File: config.mk
export PLATFORM = sky130hd
export DESIGN_NAME = multibyte_rx_flat
export DESIGN_NICKNAME = d
export VERILOG_FILES = /design/src/rtl/multibyte_rx_if.sv /design/src/rtl/multibyte_rx.sv /design/src/flat_wrapper.sv
export SDC_FILE = /design/constraint.sdc
export NUM_CORES = 1
export LEC_CHECK = 0
export BUFFER_PORTS_ARGS = -buffer_cell sky130_fd_sc_hd__buf_2
export CAP_MARGIN = 20
export CORE_AREA = 4 4 118 64
export DETAILED_ROUTE_END_ITERATION = 12
export DIE_AREA = 0 0 122 68
export PLACE_DENSITY = 0.74
export SYNTH_ARGS = -nofsm -noshare
export SYNTH_HDL_FRONTEND = slang
export SYNTH_SLANG_ARGS = --single-unit
File: constraint.sdc
create_clock -name clock -period 3.42 [get_ports clock]
set_input_delay 0.342 -clock clock [delete_from_list [all_inputs] [get_ports clock]]
set_output_delay 0.342 -clock clock [all_outputs]
set_load 0.01 [all_outputs]
File: src/rtl/multibyte_rx_if.sv
// ---------------------------------------------------------------------------
// multibyte_rx_if
// Serial-in / word-out bundle for the 16-bit UART receiver.
//   RxD       : serial line into the receiver, idle high
//   data      : received word, [7:0] first byte, [15:8] second byte
//   valid     : one-cycle strobe, data updated this cycle
//   frame_err : one-cycle strobe, word discarded
//   busy      : receiver is in the middle of a word
// master = receiver side, slave = line driver / word consumer side.
// ---------------------------------------------------------------------------
`timescale 1ns/1ps
interface multibyte_rx_if;
    logic        RxD;
    logic [15:0] data;
    logic        valid;
    logic        frame_err;
    logic        busy;

    modport master (input RxD, output data, valid, frame_err, busy);
    modport slave  (output RxD, input data, valid, frame_err, busy);
endinterface

File: src/rtl/multibyte_rx.sv
// ---------------------------------------------------------------------------
// multibyte_rx
// Receives two 8N1 frames (low byte first) and assembles them into a 16-bit
// word, strobing valid for one cycle. Bad start/stop bits or an over-long
// idle between the two bytes discard the word with a frame_err strobe.
// Ports:
//   clock : system clock, rising edge
//   reset : synchronous, active low
//   bus   : multibyte_rx_if.master (RxD in; data/valid/frame_err/busy out)
// ---------------------------------------------------------------------------
`timescale 1ns/1ps
module multibyte_rx #(
    parameter int CLKS_PER_BIT     = 10416,
    parameter int GAP_TIMEOUT_BITS = 4
) (
    input  logic           clock,
    input  logic           reset,
    multibyte_rx_if.master bus
);
    localparam int BW       = $clog2(CLKS_PER_BIT);
    localparam int GAP_CLKS = GAP_TIMEOUT_BITS * CLKS_PER_BIT;
    localparam int GW       = $clog2(GAP_CLKS + 1);

    localparam logic [BW-1:0] BAUD_LAST = BW'(CLKS_PER_BIT - 1);
    localparam logic [BW-1:0] BAUD_MID  = BW'(CLKS_PER_BIT / 2 - 1);
    localparam logic [GW-1:0] GAP_LAST  = GW'(GAP_CLKS - 1);

    typedef enum logic [2:0] {IDLE, START, DATA, STOP, GAP} state_t;

    state_t        state_reg, state_next;
    logic          rx_meta_reg, rx_s_reg;
    logic [BW-1:0] baud_cnt_reg, baud_cnt_next;
    logic [GW-1:0] gap_cnt_reg, gap_cnt_next;
    logic [2:0]    bit_idx_reg, bit_idx_next;
    logic          byte_idx_reg, byte_idx_next;
    logic [7:0]    shift_reg, shift_next;
    logic [7:0]    low_byte_reg, low_byte_next;
    logic [15:0]   data_reg, data_next;
    logic          valid_reg, valid_next;
    logic          frame_err_reg, frame_err_next;

    // Two-flop synchroniser; resets to the idle (high) line level so a
    // reset never looks like a start bit.
    always_ff @(posedge clock) begin
        if (!reset) begin
            rx_meta_reg <= 1'b1;
            rx_s_reg    <= 1'b1;
        end else begin
            rx_meta_reg <= bus.RxD;
            rx_s_reg    <= rx_meta_reg;
        end
    end

    always_ff @(posedge clock) begin
        if (!reset) begin
            state_reg     <= IDLE;
            baud_cnt_reg  <= '0;
            gap_cnt_reg   <= '0;
            bit_idx_reg   <= '0;
            byte_idx_reg  <= 1'b0;
            shift_reg     <= '0;
            low_byte_reg  <= '0;
            data_reg      <= '0;
            valid_reg     <= 1'b0;
            frame_err_reg <= 1'b0;
        end else begin
            state_reg     <= state_next;
            baud_cnt_reg  <= baud_cnt_next;
            gap_cnt_reg   <= gap_cnt_next;
            bit_idx_reg   <= bit_idx_next;
            byte_idx_reg  <= byte_idx_next;
            shift_reg     <= shift_next;
            low_byte_reg  <= low_byte_next;
            data_reg      <= data_next;
            valid_reg     <= valid_next;
            frame_err_reg <= frame_err_next;
        end
    end

    always_comb begin
        state_next     = state_reg;
        // Free-running bit-period counter; wraps so DATA and STOP sample
        // every CLKS_PER_BIT clocks after the mid-start sample.
        baud_cnt_next  = (baud_cnt_reg == BAUD_LAST) ? '0 : baud_cnt_reg + 1'b1;
        gap_cnt_next   = gap_cnt_reg;
        bit_idx_next   = bit_idx_reg;
        byte_idx_next  = byte_idx_reg;
        shift_next     = shift_reg;
        low_byte_next  = low_byte_reg;
        data_next      = data_reg;
        valid_next     = 1'b0;
        frame_err_next = 1'b0;

        unique case (state_reg)
            IDLE: begin
                baud_cnt_next = '0;
                byte_idx_next = 1'b0;
                if (!rx_s_reg) begin
                    state_next = START;
                end
            end
            START: begin
                if (baud_cnt_reg == BAUD_MID) begin
                    if (!rx_s_reg) begin
                        baud_cnt_next = '0;
                        bit_idx_next  = '0;
                        state_next    = DATA;
                    end else begin
                        // A glitch before the first byte is just noise; a
                        // glitch where the second byte should start breaks
                        // the word.
                        state_next     = IDLE;
                        frame_err_next = byte_idx_reg;
                    end
                end
            end
            DATA: begin
                if (baud_cnt_reg == BAUD_LAST) begin
                    shift_next   = {rx_s_reg, shift_reg[7:1]};
                    bit_idx_next = bit_idx_reg + 1'b1;
                    if (bit_idx_reg == 3'd7) begin
                        state_next = STOP;
                    end
                end
            end
            STOP: begin
                if (baud_cnt_reg == BAUD_LAST) begin
                    if (!rx_s_reg) begin
                        frame_err_next = 1'b1;
                        state_next     = IDLE;
                    end else if (!byte_idx_reg) begin
                        low_byte_next = shift_reg;
                        byte_idx_next = 1'b1;
                        gap_cnt_next  = '0;
                        state_next    = GAP;
                    end else begin
                        data_next  = {shift_reg, low_byte_reg};
                        valid_next = 1'b1;
                        state_next = IDLE;
                    end
                end
            end
            GAP: begin
                baud_cnt_next = '0;
                gap_cnt_next  = gap_cnt_reg + 1'b1;
                // Start edge is checked first so it wins over a coincident
                // timeout.
                if (!rx_s_reg) begin
                    byte_idx_next = 1'b1;
                    state_next    = START;
                end else if (gap_cnt_reg == GAP_LAST) begin
                    frame_err_next = 1'b1;
                    state_next     = IDLE;
                end
            end
            default: begin
                state_next = IDLE;
            end
        endcase
    end

    assign bus.data      = data_reg;
    assign bus.valid     = valid_reg;
    assign bus.frame_err = frame_err_reg;
    assign bus.busy      = (state_reg != IDLE);
endmodule

File: src/flat_wrapper.sv
// flat-port wrapper written by rule: the top's interface ports become plain ports
module multibyte_rx_flat 
#(
    parameter int CLKS_PER_BIT     = 10416,
    parameter int GAP_TIMEOUT_BITS = 4
)
  (clock, reset, bus_RxD, bus_data, bus_valid, bus_frame_err, bus_busy);
  multibyte_rx_if bus_i ();
  input  logic clock;
  input  logic reset;
  input wire logic [$bits(bus_i.RxD)-1:0] bus_RxD;
  output wire logic [$bits(bus_i.data)-1:0] bus_data;
  output wire logic [$bits(bus_i.valid)-1:0] bus_valid;
  output wire logic [$bits(bus_i.frame_err)-1:0] bus_frame_err;
  output wire logic [$bits(bus_i.busy)-1:0] bus_busy;
  assign bus_i.RxD = bus_RxD;
  assign bus_data = bus_i.data;
  assign bus_valid = bus_i.valid;
  assign bus_frame_err = bus_i.frame_err;
  assign bus_busy = bus_i.busy;
  multibyte_rx #(.CLKS_PER_BIT(CLKS_PER_BIT), .GAP_TIMEOUT_BITS(GAP_TIMEOUT_BITS)) u_core (.clock(clock), .reset(reset), .bus(bus_i));
endmodule
=== Word-level counts from Yosys, hierarchy flattened ===
Cells that the tools add are included.

* Register bits: 73
* Bits in latches: 0
* Memory bits (writable): 0
* Memory bits (read-only): 0
* Bits of input ports: 3
* Output and inout port bits: 19
* Memories: 0

* Add/subtract/negate cells: 3
* Multiply operators: 0
* Div/mod/pow operators: 0
* Order comparisons: 0
* Eq/ne operators: 18
* Shift operators: 0
* Muxes and demuxes: 35
* Bitwise logic cells: 1
* Reduce and logical (&&, ||, !) cells: 14

{| class="wikitable"
|+ Operators by type and width
! cell !! number
|-
| 16-bit two-way mux || 3
|-
| 14-bit two-way mux || 3
|-
| 3-bit two-way mux || 12
|-
| 16-bit case mux with 2 select lines || 1
|-
| 14-bit case mux with 2 select lines || 1
|-
| 4-bit AND reduction || 6
|-
| 16-bit by 1-bit adder with 16-bit output, second input constant || 1
|-
| 16-bit equality test, second input constant || 1
|-
| 3-bit case mux with 5 select lines || 1
|-
| 14-bit by 1-bit adder with 14-bit output, second input constant || 1
|-
| 14-bit by 13-bit equality test with 1-bit output, second input constant || 1
|-
| 14-bit equality test, second input constant || 1
|-
| 1-bit two-way mux || 10
|-
| 2-bit by 1-bit inequality test with 1-bit output, second input constant || 5
|-
| 2-bit inequality test, second input constant || 4
|-
| 3-bit by 2-bit equality test with 1-bit output, second input constant || 2
|-
| 3-bit equality test, second input constant || 2
|-
| 1-bit case mux with 3 select lines || 2
|-
| 3-bit case mux with 2 select lines || 1
|-
| 6-bit AND reduction || 1
|-
| 3-bit nonzero test || 2
|-
| 2-bit nonzero test || 2
|-
| 3-bit by 1-bit adder with 3-bit output, second input constant || 1
|-
| 3-bit by 1-bit equality test with 1-bit output, second input constant || 1
|-
| other kinds (6) || 6
|}

=== Depth between registers and ports, before layout ===
Gate-level depths: netlist of the first run.

* Depth after elaboration: 5
* Depth in mapped cells: 8
* Depth with buffers taken out: 6

=== Worst setup path after synthesis of the first run ===
No wires, ideal clock.

* Path kind: register to register
* From: register u_core.baud_cnt_reg[5]
* To: register u_core.bit_idx_reg[1]
* Setup time: 0.122 ns
* Arrival time: 2.073 ns
* Required time: 3.298 ns
* Setup slack: 1.225 ns
* Cell stages (with the launch flop): 7
* Path buffers: 1
* Clock period less this slack: 2.195 ns
* Path through: dfxtp_1 > or4b_4 > or4_4 > or3_4 > buf_6 > nand3b_1 > a21boi_0

* Cells in the longest elaborated chain, start to end: 3

{| class="wikitable"
|+ Ends and longest elaborated chain
! what !! line !! source
|-
| start, declared || multibyte_rx.sv:32 || <nowiki>logic [BW-1:0] baud_cnt_reg, baud_cnt_next;</nowiki>
|-
| start signal, assigned || multibyte_rx.sv:68 || <nowiki>baud_cnt_reg <= baud_cnt_next;</nowiki>
|-
| 14-bit equality test or 14-bit by 13-bit equality test with 1-bit output (tied branches) || multibyte_rx.sv:118, multibyte_rx.sv:103 ||
|-
| 2-bit by 1-bit inequality test with 1-bit output (no source line) || n/a ||
|-
| 4-bit AND reduction (no source line) * || n/a ||
|-
| end signal, assigned || multibyte_rx.sv:70 || <nowiki>bit_idx_reg <= bit_idx_next;</nowiki>
|-
| end, declared || multibyte_rx.sv:34 || <nowiki>logic [2:0] bit_idx_reg, bit_idx_next;</nowiki>
|}

Mark *: on every way between the ends. The rest lies on a longest branch, timed or not.
A chain may end at the register's enable or synchronous reset.

=== Worst setup path after layout of the first run ===
* From: register u_core.baud_cnt_reg[5]
* To: register u_core.data_reg[9] (netlist: u_core.bus.data[9])

* Cells in the longest elaborated chain, start to end: 2

{| class="wikitable"
|+ Ends and longest elaborated chain
! what !! line !! source
|-
| 14-bit equality test || multibyte_rx.sv:127 || <nowiki>if (baud_cnt_reg == BAUD_LAST) begin</nowiki>
|-
| 4-bit AND reduction (no source line) || n/a ||
|-
| end signal, assigned || multibyte_rx.sv:74 || <nowiki>data_reg <= data_next;</nowiki>
|-
| end, declared || multibyte_rx.sv:38 || <nowiki>logic [15:0] data_reg, data_next;</nowiki>
|}

No other way between the ends.

==> flow_summary.yaml, run 1 <==
sta:
  final.setup.tns_ns: 0
  layout_worst_path_cycle_share_pct: 75.0
  final-setup-viol-count: 0
  grt_setup_unrepaired: "no"
  worst_slew_pin_tran_ns: 0.728
  worst_slew_margin_rel_pct: 51.3
  finalCriticalPeriod_ns: 2.57
  fmax_mhz: 390
  timing.final.ws_setup_ns: 0.854
  fin_skew_ns: 0.00583
  timing.final.hold_violations: 0
  drv_slew: 0
floorplan:
  core_footprint_mm2: 0.00649
  placementRows: 21
  die-height_um: 68
  die_area_mm2: 0.00830
  pin_count: 22
  fp.dieW_um: 122
  initial_utilization_pct: 48.7
synth:
  synthesis.area_mm2: 0.00316
  syn_area_per_cell_um2: 8.84
  sequential_fraction_of_the_synthesis_area_pct: 46.2
  synthesis.instances: 358
  synthesis.yosys.warnings: 0
  synth_top_cells_by_area: "dfxtp_1, nand2_1, a21boi_0, nor2_1, xor2_1"
  async_reset_ff_share_pct: 0
  post-synth-top-area-cell: "dfxtp_1"
  postSynthRegisterBits: 73
  netlist-cell-type-count: 45
  synth-edff-count: 0
  syn_nets: 365
  synth_largest_type_area_fraction_pct: 46.2
  synth-main-ff-cell: "dfxtp_1"
status:
  run_status: "finished, final reports clean"
worst_setup_path:
  path_class: "reg -> reg"
  timing.critical_path.slowest_cell_delay_ns: 0.66
  critical_path.cell_chain: "or4b_4, nor4_4, nand4_1, nand2_1, a21boi_0"
  timing.critical_path.required_ns: 3.62
  setup.worst_path.start_class: "register"
  worst_setup_path_end_kind: "register"
  worst_path_max_delay_cell: "nand4_1"
  cp.buffers_inverters: 0
  wp_data_arrival_ns: 2.76
  critical_path_peak_fanout: 16
  crit_family: "simple AND/OR/NAND/NOR gates"
drt:
  via_count: 2451
  wl_per_cell_um: 13.7
  detail_route.wirelength_um: 6470
  route.antenna.remaining_nets: 0
  drc: 0
  avgViaCountPerCell: 5.19
  drt_first_iter_violations: 147
  drt_pre_antenna_iters: 4
pwr:
  maximum_vdd_drop_v: 0.000352
  leakage_uw: 0.00137
  power_density_mw_per_mm2: 522
clock_tree:
  cts.htree.levels: 3
  cts_setup_buffers: 0
  tritoncts: "yes"
  clock_slew_seen_by_the_registers_of_the_worst_setup_and_hold_paths_ns: 0.06
  root_driver: "clkbuf_16"
  clock-sinks: 73
  cts_buffers: 9
  clockBufferDepth: 2
  cts-resized-gates: 0
  hold_buffers: 0
  clk_latency_ns: 0.34
layout:
  antenna_cells: 0
  mostFrequentLayoutCells: "dfxtp_1, nand2_1, nor2_1"
  drive_gt1_share_pct: 12.6
  number_of_nets_in_the_finished_design: 382
  layout.cells.most_common: "dfxtp_1"
  area.growth.synth_to_final_pct: 14.5
global_route:
  via_count_of_the_first_global_routing_pass: 2248
  maximum_number_of_pins_on_one_net_before_global_route_repair: 50
  initial_antenna_violation_count: 0
  grt_first_pass_wirelength_um: 11100
  grt_usage_pct: 17.7
  total_global_routing_overflow: 0
flow_run:
  maximum_capacitance_violations: 0
place:
  routabilityCongestion: 0.890
  setup_ws_pre_cts_ns: 0.898
  io_buffer_count: 21
  hpwl_dp_um: 4400
hold_path:
  worstHoldPathType: "in -> reg"
[cell type report]
class | count | area, µm²
flip-flops and latches | 73 | 1460
well taps | 92 | 115
inverters | 2 | 7.51
repair buffers | 24 | 128
clock buffers | 11 | 243
fillers | 601 | 2870
multi-input cells | 265 | 1610
clock inverters | 5 | 55.1
[worst paths after layout]
path	from	to	slack (ns)	depth (start not counted)
hold reg to reg	u_core.rx_meta_reg	u_core.rx_s_reg	0.42	1
setup / recovery	u_core.baud_cnt_reg[5]	u_core.bus.data[9]	0.85	5
setup reg to reg	u_core.baud_cnt_reg[5]	u_core.bus.data[9]	0.85	5
hold / removal	bus_RxD	u_core.rx_meta_reg	0.18	2
[logic make-up (layout without fill, tap and decap cells)]
logic type,Yosys count,after routing,synth area share [%]
AND/OR/NAND/NOR,185,185,30.1
flip-flops,73,73,46.2
AO/OA/AOI/OAI,40,40,8.90
XOR/XNOR,26,26,7.20
buffers and inverters,20,42,2.81
multiplexers,10,10,3.16
adder cells (fa/ha/maj),4,4,1.58
[worst register-to-register path: cells and delay by family, from the launching register on]
kind / cells / cell delay [ns]
flops: 1 / 0.43
compound gates: 1 / 0.13
simple gates: 4 / 1.87
[where the power goes]
part / internal [µW] / switching, µW
clock network: 581 / 347
logic: 34.2 / 52.6
registers: 859 / 17.6
[metal layers]
metal	track usage (%)	vias to the layer above	wire, µm
met1	24.3	1125	3390
li1	-	1255	-
met3	7.51	9	490
met4	6.01	0	74
met2	24.9	62	2520
met5	0	-	0
[per-stage QoR]
| step | power (µW) | util (%) | instances | hold slack (ns) | cell area [µm²] |
|---|---|---|---|---|---|
| after floorplan | 961 | - | 358 | 0.386 | 3160 |
| after global placement | 979 | 51.2 | 456 | 0.393 | 3320 |
| after detailed placement | 982 | 51.2 | 456 | 0.405 | 3320 |
| after CTS | 1920 | 55.8 | 472 | 0.172 | 3620 |
| after global routing | 1970 | 55.8 | 472 | 0.170 | 3620 |
| final | 1890 | 55.8 | 472 | 0.184 | 3620 |
[Yosys cell counts, types with 2 or more instances]
cell type and n:
a21boi_0 27, a21oi_1 3, and3_1 10, and4_1 3
buf_2 4, clkbuf_1 11, dfxtp_1 73, ha_1 4
inv_1 2, mux2i_1 10, nand2_1 68, nand2b_1 5
nand3_1 14, nand3b_1 3, nand4_1 8, nand4b_1 2
nor2_1 39, nor2b_1 10, nor3_1 3, nor3_2 2
nor3b_1 2, nor4bb_1 3, o21a_1 2, o21ai_0 5
xnor2_1 11, xor2_1 15
(Power assumes the default switching activity.)
==> run 2, diff against run 1 <==
==> constraint.sdc (replaced) <==
create_clock -name clock -period 2.49 [get_ports clock]
set_input_delay 0.249 -clock clock [delete_from_list [all_inputs] [get_ports clock]]
set_output_delay 0.249 -clock clock [all_outputs]
set_load 0.01 [all_outputs]
==> run 2 against run 1 <==
Net effect: fmax rose by 9.8%; largest power group unchanged; largest cell class unchanged; non-clock buffer count rose by 7; routed wire length rose by 5.0%; hold slack got worse by 0.075 ns; cell count rose by 1.1%.
==> flow_summary.yaml, run 2 (synthesized netlist as in run 1, its figures left out) <==
sta:
  drv_slew: 0
  layout_worst_path_cycle_share_pct: 93.9
  finalCriticalPeriod_ns: 2.34
  grt_setup_unrepaired: "no"
  fin_skew_ns: 0.00424
  worst_slew_margin_rel_pct: 69.2
  final.setup.tns_ns: 0
  worst_slew_pin_tran_ns: 0.460
  timing.final.hold_violations: 0
  final-setup-viol-count: 0
  fmax_mhz: 428
drt:
  drt_first_iter_violations: 200
  detail_route.wirelength_um: 6800
  avgViaCountPerCell: 5.26
  route.antenna.remaining_nets: 0
  drt_pre_antenna_iters: 5
  wl_per_cell_um: 14.3
  drc: 0
  via_count: 2509
floorplan:
  die-height_um: 68
  core_footprint_mm2: 0.00649
  pin_count: 22
  placementRows: 21
  initial_utilization_pct: 48.7
  fp.dieW_um: 122
  die_area_mm2: 0.00830
clock_tree:
  clock_slew_seen_by_the_registers_of_the_worst_setup_and_hold_paths_ns: 0.05
  root_driver: "clkbuf_16"
  cts_buffers: 9
  tritoncts: "yes"
  clockBufferDepth: 2
  clk_latency_ns: 0.33
  cts.htree.levels: 3
  cts-resized-gates: 0
  cts_setup_buffers: 0
  clock-sinks: 73
  hold_buffers: 0
worst_setup_path:
  critical_path.cell_chain: "or4b_4, nor4_4, nand3_1, nand2_1, nor2_1"
  worst_setup_path_end_kind: "register"
  r2r-end: "u_core.gap_cnt_reg[5]"
  setup.worst_path.start_class: "register"
  critical_path_peak_fanout: 14
  cp.buffers_inverters: 0
  path_class: "reg -> reg"
  critical_path_depth: 5
  timing.critical_path.required_ns: 2.69
  worst_path_max_delay_cell: "or4b_4"
  worst-r2r-setup-slack_ns: 0.15
  crit_family: "simple AND/OR/NAND/NOR gates"
  worstReg2RegStart: "u_core.baud_cnt_reg[5]"
  wp_data_arrival_ns: 2.54
  timing.reg2reg.worst_path_depth: 5
  timing.critical_path.slowest_cell_delay_ns: 0.52
layout:
  n_fill_cell: 600
  antenna_cells: 0
  number_of_nets_in_the_finished_design: 389
  mostFrequentLayoutCells: "dfxtp_1, nand2_1, nor2_1"
  layout.cells.most_common: "dfxtp_1"
  drive_gt1_share_pct: 14.0
  area.growth.synth_to_final_pct: 16.4
status:
  run_status: "finished, final reports clean"
hold_path:
  number_of_cells_traversed_by_the_worst_hold_path: 2
  worstHoldPathType: "in -> reg"
  min-delay-start: "bus_RxD"
  timing.hold.worst_endpoint: "u_core.rx_meta_reg"
global_route:
  grt_usage_pct: 18.4
  grt_first_pass_wirelength_um: 11700
  maximum_number_of_pins_on_one_net_before_global_route_repair: 49
  via_count_of_the_first_global_routing_pass: 2370
  total_global_routing_overflow: 0
  initial_antenna_violation_count: 0
place:
  hpwl_dp_um: 4730
  routabilityCongestion: 0.912
  io_buffer_count: 21
pwr:
  leakage_uw: 0.00141
  total_power_uw: 2640
  maximum_vdd_drop_v: 0.000511
  power_density_mw_per_mm2: 716
flow_run:
  maximum_capacitance_violations: 0
-- run 2: cell count changes in the layout (fill, tap and decap cells not counted) --
| cell | previous run | this run |
|---|---|---|
| clkinv_2 | 2 | 0 |
| clkbuf_1 | 1 | 0 |
| buf_4 | 3 | 10 |
| clkbuf_8 | 1 | 3 |
| clkinvlp_4 | 2 | 1 |
-- run 2: worst reg2reg max path, cell delays in order, from the launching register on --
cell,delay [ns]
dfxtp_1,0.45
or4b_4,0.52
nor4_4,0.32
nand3_1,0.32
nand2_1,0.48
nor2_1,0.11
-- run 2: per-layer routing --
layer  up-vias  part of all wire [%]  track usage (%)
li1       1259                     -                -
met1      1157                    52             26.6
met2        81                    40             25.6
met3        12                   6.7             5.70
met4         0                   1.7             6.84
met5         -                     0                0
-- run 2: stage by stage --
stage	instances	util, %	hold slack, ns	area [µm²]	worst slack (ns)
floorplan	358	-	0.350	3160	0.295
global placement	463	52.0	0.391	3380	0.289
detailed placement	463	52.0	0.410	3380	0.223
CTS	477	56.7	0.102	3680	0.168
global route	477	56.7	0.120	3680	0.0512
finish	477	56.7	0.109	3680	0.153
-- run 2: worst max-delay path by stage --
stage / startpoint / end / slack, ns
after global routing: u_core.baud_cnt_reg[5] / u_core.gap_cnt_reg[5] / 0.05
after floorplan: u_core.baud_cnt_reg[5] / u_core.bit_idx_reg[1] / 0.30
after detailed placement: u_core.baud_cnt_reg[5] / u_core.bit_idx_reg[2] / 0.22
after CTS: u_core.baud_cnt_reg[5] / u_core.gap_cnt_reg[5] / 0.17
final: u_core.baud_cnt_reg[5] / u_core.gap_cnt_reg[5] / 0.15
after global placement: u_core.baud_cnt_reg[4] / u_core.shift_reg[6] / 0.29
-- run 2: area by class of cell --
type                    count  area, µm²  share of cell area [%]
clock inverters             2       37.5                    1.02
flip-flops and latches     73       1460                    39.7
repair buffers             31        180                    4.89
well taps                  92        115                    3.13
multi-input cells         265       1610                    43.8
clock buffers              12        267                    7.24
inverters                   2       7.51                   0.204
-- run 2: power breakdown --
group	internal, µW	switching (µW)
sequential	1180	8.74
combinational	58.1	90.1
clock	845	454
total	2080	553
==> run 3, diff against run 2 <==
--- a/config.mk
+++ b/config.mk
@@ -5,12 +5,13 @@
 export SDC_FILE = /design/constraint.sdc
 export NUM_CORES = 1
 export LEC_CHECK = 0
+export ABC_AREA = 1
 export BUFFER_PORTS_ARGS = -buffer_cell sky130_fd_sc_hd__buf_2
 export CAP_MARGIN = 20
-export CORE_AREA = 4 4 118 64
+export CORE_AREA = 4 4 123 66
 export DETAILED_ROUTE_END_ITERATION = 12
-export DIE_AREA = 0 0 122 68
-export PLACE_DENSITY = 0.74
+export DIE_AREA = 0 0 127 70
+export PLACE_DENSITY = 0.75
 export SYNTH_ARGS = -nofsm -noshare
 export SYNTH_HDL_FRONTEND = slang
 export SYNTH_SLANG_ARGS = --single-unit
==> run 3 against run 2 <==
Net effect: hold slack worse by 0.014 ns; die area up 7.2%; setup slack improved by 0.15 ns; fmax up 6.9%; cell count up 30%; clock-buffer cell count is 2 lower; combinational power grew to 3.4 times the previous value; critical path depth increased by 3; clock skew up 0.0057 ns; routed wire length increased by 23%; global-route usage is 0.88 points higher; largest cell class unchanged.
==> flow_summary.yaml, run 3 <==
synth:
  syn_nets: 507
  async_reset_ff_share_pct: 0
  post-synth-top-area-cell: "dfxtp_1"
  synth_largest_type_area_fraction_pct: 42.2
  synth_commonest_cells: "nand2_1, dfxtp_1, nor2_1"
  netlist-cell-type-count: 29
  synth_top_cells_by_area: "dfxtp_1, nand2_1, a21oi_1, nor2_1, inv_1"
  synthesis.area_mm2: 0.00346
  synth-main-ff-cell: "dfxtp_1"
  synth-edff-count: 0
  synthesis.instances: 500
  sequential_fraction_of_the_synthesis_area_pct: 42.2
  syn_area_per_cell_um2: 6.93
  postSynthRegisterBits: 73
  synthesis.yosys.warnings: 0
  post-synth-top-count-cell: "nand2_1"
floorplan:
  core_footprint_mm2: 0.00710
  pin_count: 22
  fp.dieW_um: 127
  die-height_um: 70
  die_area_mm2: 0.00889
  initial_utilization_pct: 48.8
  placementRows: 22
layout:
  number_of_nets_in_the_finished_design: 528
  area.growth.synth_to_final_pct: 13.5
  post-route-cell-area_mm2: 0.00393
  antenna_cells: 0
  layout.cells.most_common: "nand2_1"
  n_fill_cell: 678
  mostFrequentLayoutCells: "nand2_1, dfxtp_1, nor2_1"
  drive_gt1_share_pct: 11.2
sta:
  finalCriticalPeriod_ns: 2.19
  timing.final.hold_violations: 0
  layout_worst_path_cycle_share_pct: 87.8
  drv_slew: 0
  final.setup.tns_ns: 0
  worst_slew_pin_tran_ns: 0.702
  final-setup-viol-count: 0
  worst_slew_margin_rel_pct: 53.2
  fmax_mhz: 457
  grt_setup_unrepaired: "no"
  fin_skew_ns: 0.00993
clock_tree:
  clk_latency_ns: 0.35
  root_driver: "clkbuf_16"
  cts_setup_buffers: 0
  cts_buffers: 9
  clock_slew_seen_by_the_registers_of_the_worst_setup_and_hold_paths_ns: 0.06
  clockBufferDepth: 2
  tritoncts: "yes"
  cts-resized-gates: 0
  cts.htree.levels: 3
  hold_buffers: 0
  clock-sinks: 73
worst_setup_path:
  crit_family: "simple AND/OR/NAND/NOR gates"
  path_class: "reg -> reg"
  crit_path_top_cell_by_count: "nor2_4"
  wp_data_arrival_ns: 2.40
  critical_path.cell_chain: "ha_1, nand3_1, nor2_4, nand2_2, nor2_4, nand2_1, o21ai_0, nor2_1"
  worst_setup_path_end_kind: "register"
  setup.worst_path.start_class: "register"
  worst_path_max_delay_cell: "o21ai_0"
  cp.buffers_inverters: 0
  timing.critical_path.slowest_cell_delay_ns: 0.42
  critical_path_peak_fanout: 11
  critical_path_depth: 8
  timing.reg2reg.worst_path_depth: 8
  timing.critical_path.required_ns: 2.71
hold_path:
  worstHoldPathType: "in -> reg"
  number_of_cells_traversed_by_the_worst_hold_path: 2
global_route:
  globalRouteMet2Util_pct: 24.7
  grt_usage_pct: 19.3
  grt_use_met3_pct: 9.85
  initial_antenna_violation_count: 0
  globalRoute.busiestLayer: "met1"
  total_global_routing_overflow: 0
  maximum_number_of_pins_on_one_net_before_global_route_repair: 37
  via_count_of_the_first_global_routing_pass: 2834
  met1_usage_pct: 27.6
  grt_first_pass_wirelength_um: 13600
drt:
  route.antenna.remaining_nets: 0
  wl_per_cell_um: 13.4
  drt_first_iter_violations: 358
  drt_pre_antenna_iters: 5
  via_count: 3272
  avgViaCountPerCell: 5.26
  drc: 0
  detail_route.wirelength_um: 8340
place:
  placed_cell_area_mm2: 0.00363
  routabilityCongestion: 0.917
  io_buffer_count: 21
  hpwl_dp_um: 6070
flow_run:
  maximum_capacitance_violations: 0
status:
  run_status: "finished, final reports clean"
pwr:
  leakage_uw: 0.00158
  maximum_vdd_drop_v: 0.000401
  power_density_mw_per_mm2: 785
[run 3: cell types whose count changed after synthesis, sizes merged, moves of 10 or more]
cell | before | now
inv | 2 | 68
a21oi | 3 | 52
o21ai | 5 | 42
nor2 | 40 | 73
a21boi | 28 | 0
nand3 | 14 | 39
nand2 | 68 | 91
xnor2 | 11 | 0
mux2i | 10 | 0
nor2b | 10 | 0
[run 3: path summary, 6_finish.rpt]
kind | start | end | slack, ns
setup / recovery | u_core.baud_cnt_reg[0] | u_core.low_byte_reg[0] | 0.30
hold / removal | bus_RxD | u_core.rx_meta_reg | 0.1
setup reg to reg | u_core.baud_cnt_reg[0] | u_core.low_byte_reg[0] | 0.30
hold reg to reg | u_core.rx_meta_reg | u_core.rx_s_reg | 0.42
[run 3: cell families after synthesis]
| kind of cell | Yosys count | share of synthesized area [%] |
|---|---|---|
| xor gates and xnor gates | 7 | 1.77 |
| buffers and inverters | 84 | 10.3 |
| DFF | 73 | 42.2 |
| adders and majority gates | 4 | 1.45 |
| AOI/OAI and AO/OA | 99 | 14.7 |
| and+or+nand+nor | 233 | 29.6 |
[run 3: per-layer routing]
metal	up-vias	part of all wire, %
met5	-	0
met4	0	1.5
met2	119	39
met1	1475	51
met3	14	8.7
li1	1664	-
[run 3: area by class of cell]
class	instances	area, µm²	area share [%]
multi-input cells	343	1650	41.9
well taps	96	120	3.05
flip-flops and latches	73	1460	37.2
clock inverters	6	67.6	1.72
clock buffers	10	239	6.08
inverters	68	255	6.49
repair buffers	26	143	3.63
[run 3: through the flow]
step | total power, µW | util, % | hold slack (ns) | cells | setup slack [ns]
2_1_floorplan | 1640 | - | 0.356 | 500 | 0.835
3_3_place_gp | 1750 | 51.1 | 0.404 | 606 | 0.508
3_5_place_dp | 1770 | 51.1 | 0.419 | 606 | 0.389
4_1_cts | 3090 | 55.4 | 0.0911 | 622 | 0.371
5_1_grt | 3230 | 55.4 | 0.101 | 622 | 0.169
6_report | 3090 | 55.4 | 0.0950 | 622 | 0.303
[run 3: worst register-to-register path, delay by kind of cell (launching register included)]
family / cells / cell delay [ns]
AO/OA/AOI/OAI: 1 / 0.42
adder cells (fa/ha/maj): 1 / 0.22
AND/OR/NAND/NOR: 6 / 1.07
flip-flops: 1 / 0.34
[run 3: power breakdown]
group	internal [µW]	total, µW	leakage (µW)	switching [µW]
Sequential	1210	1260	0.000589	48.8
Combinational	147	503	0.000848	356
Clock	804	1330	0.000145	521
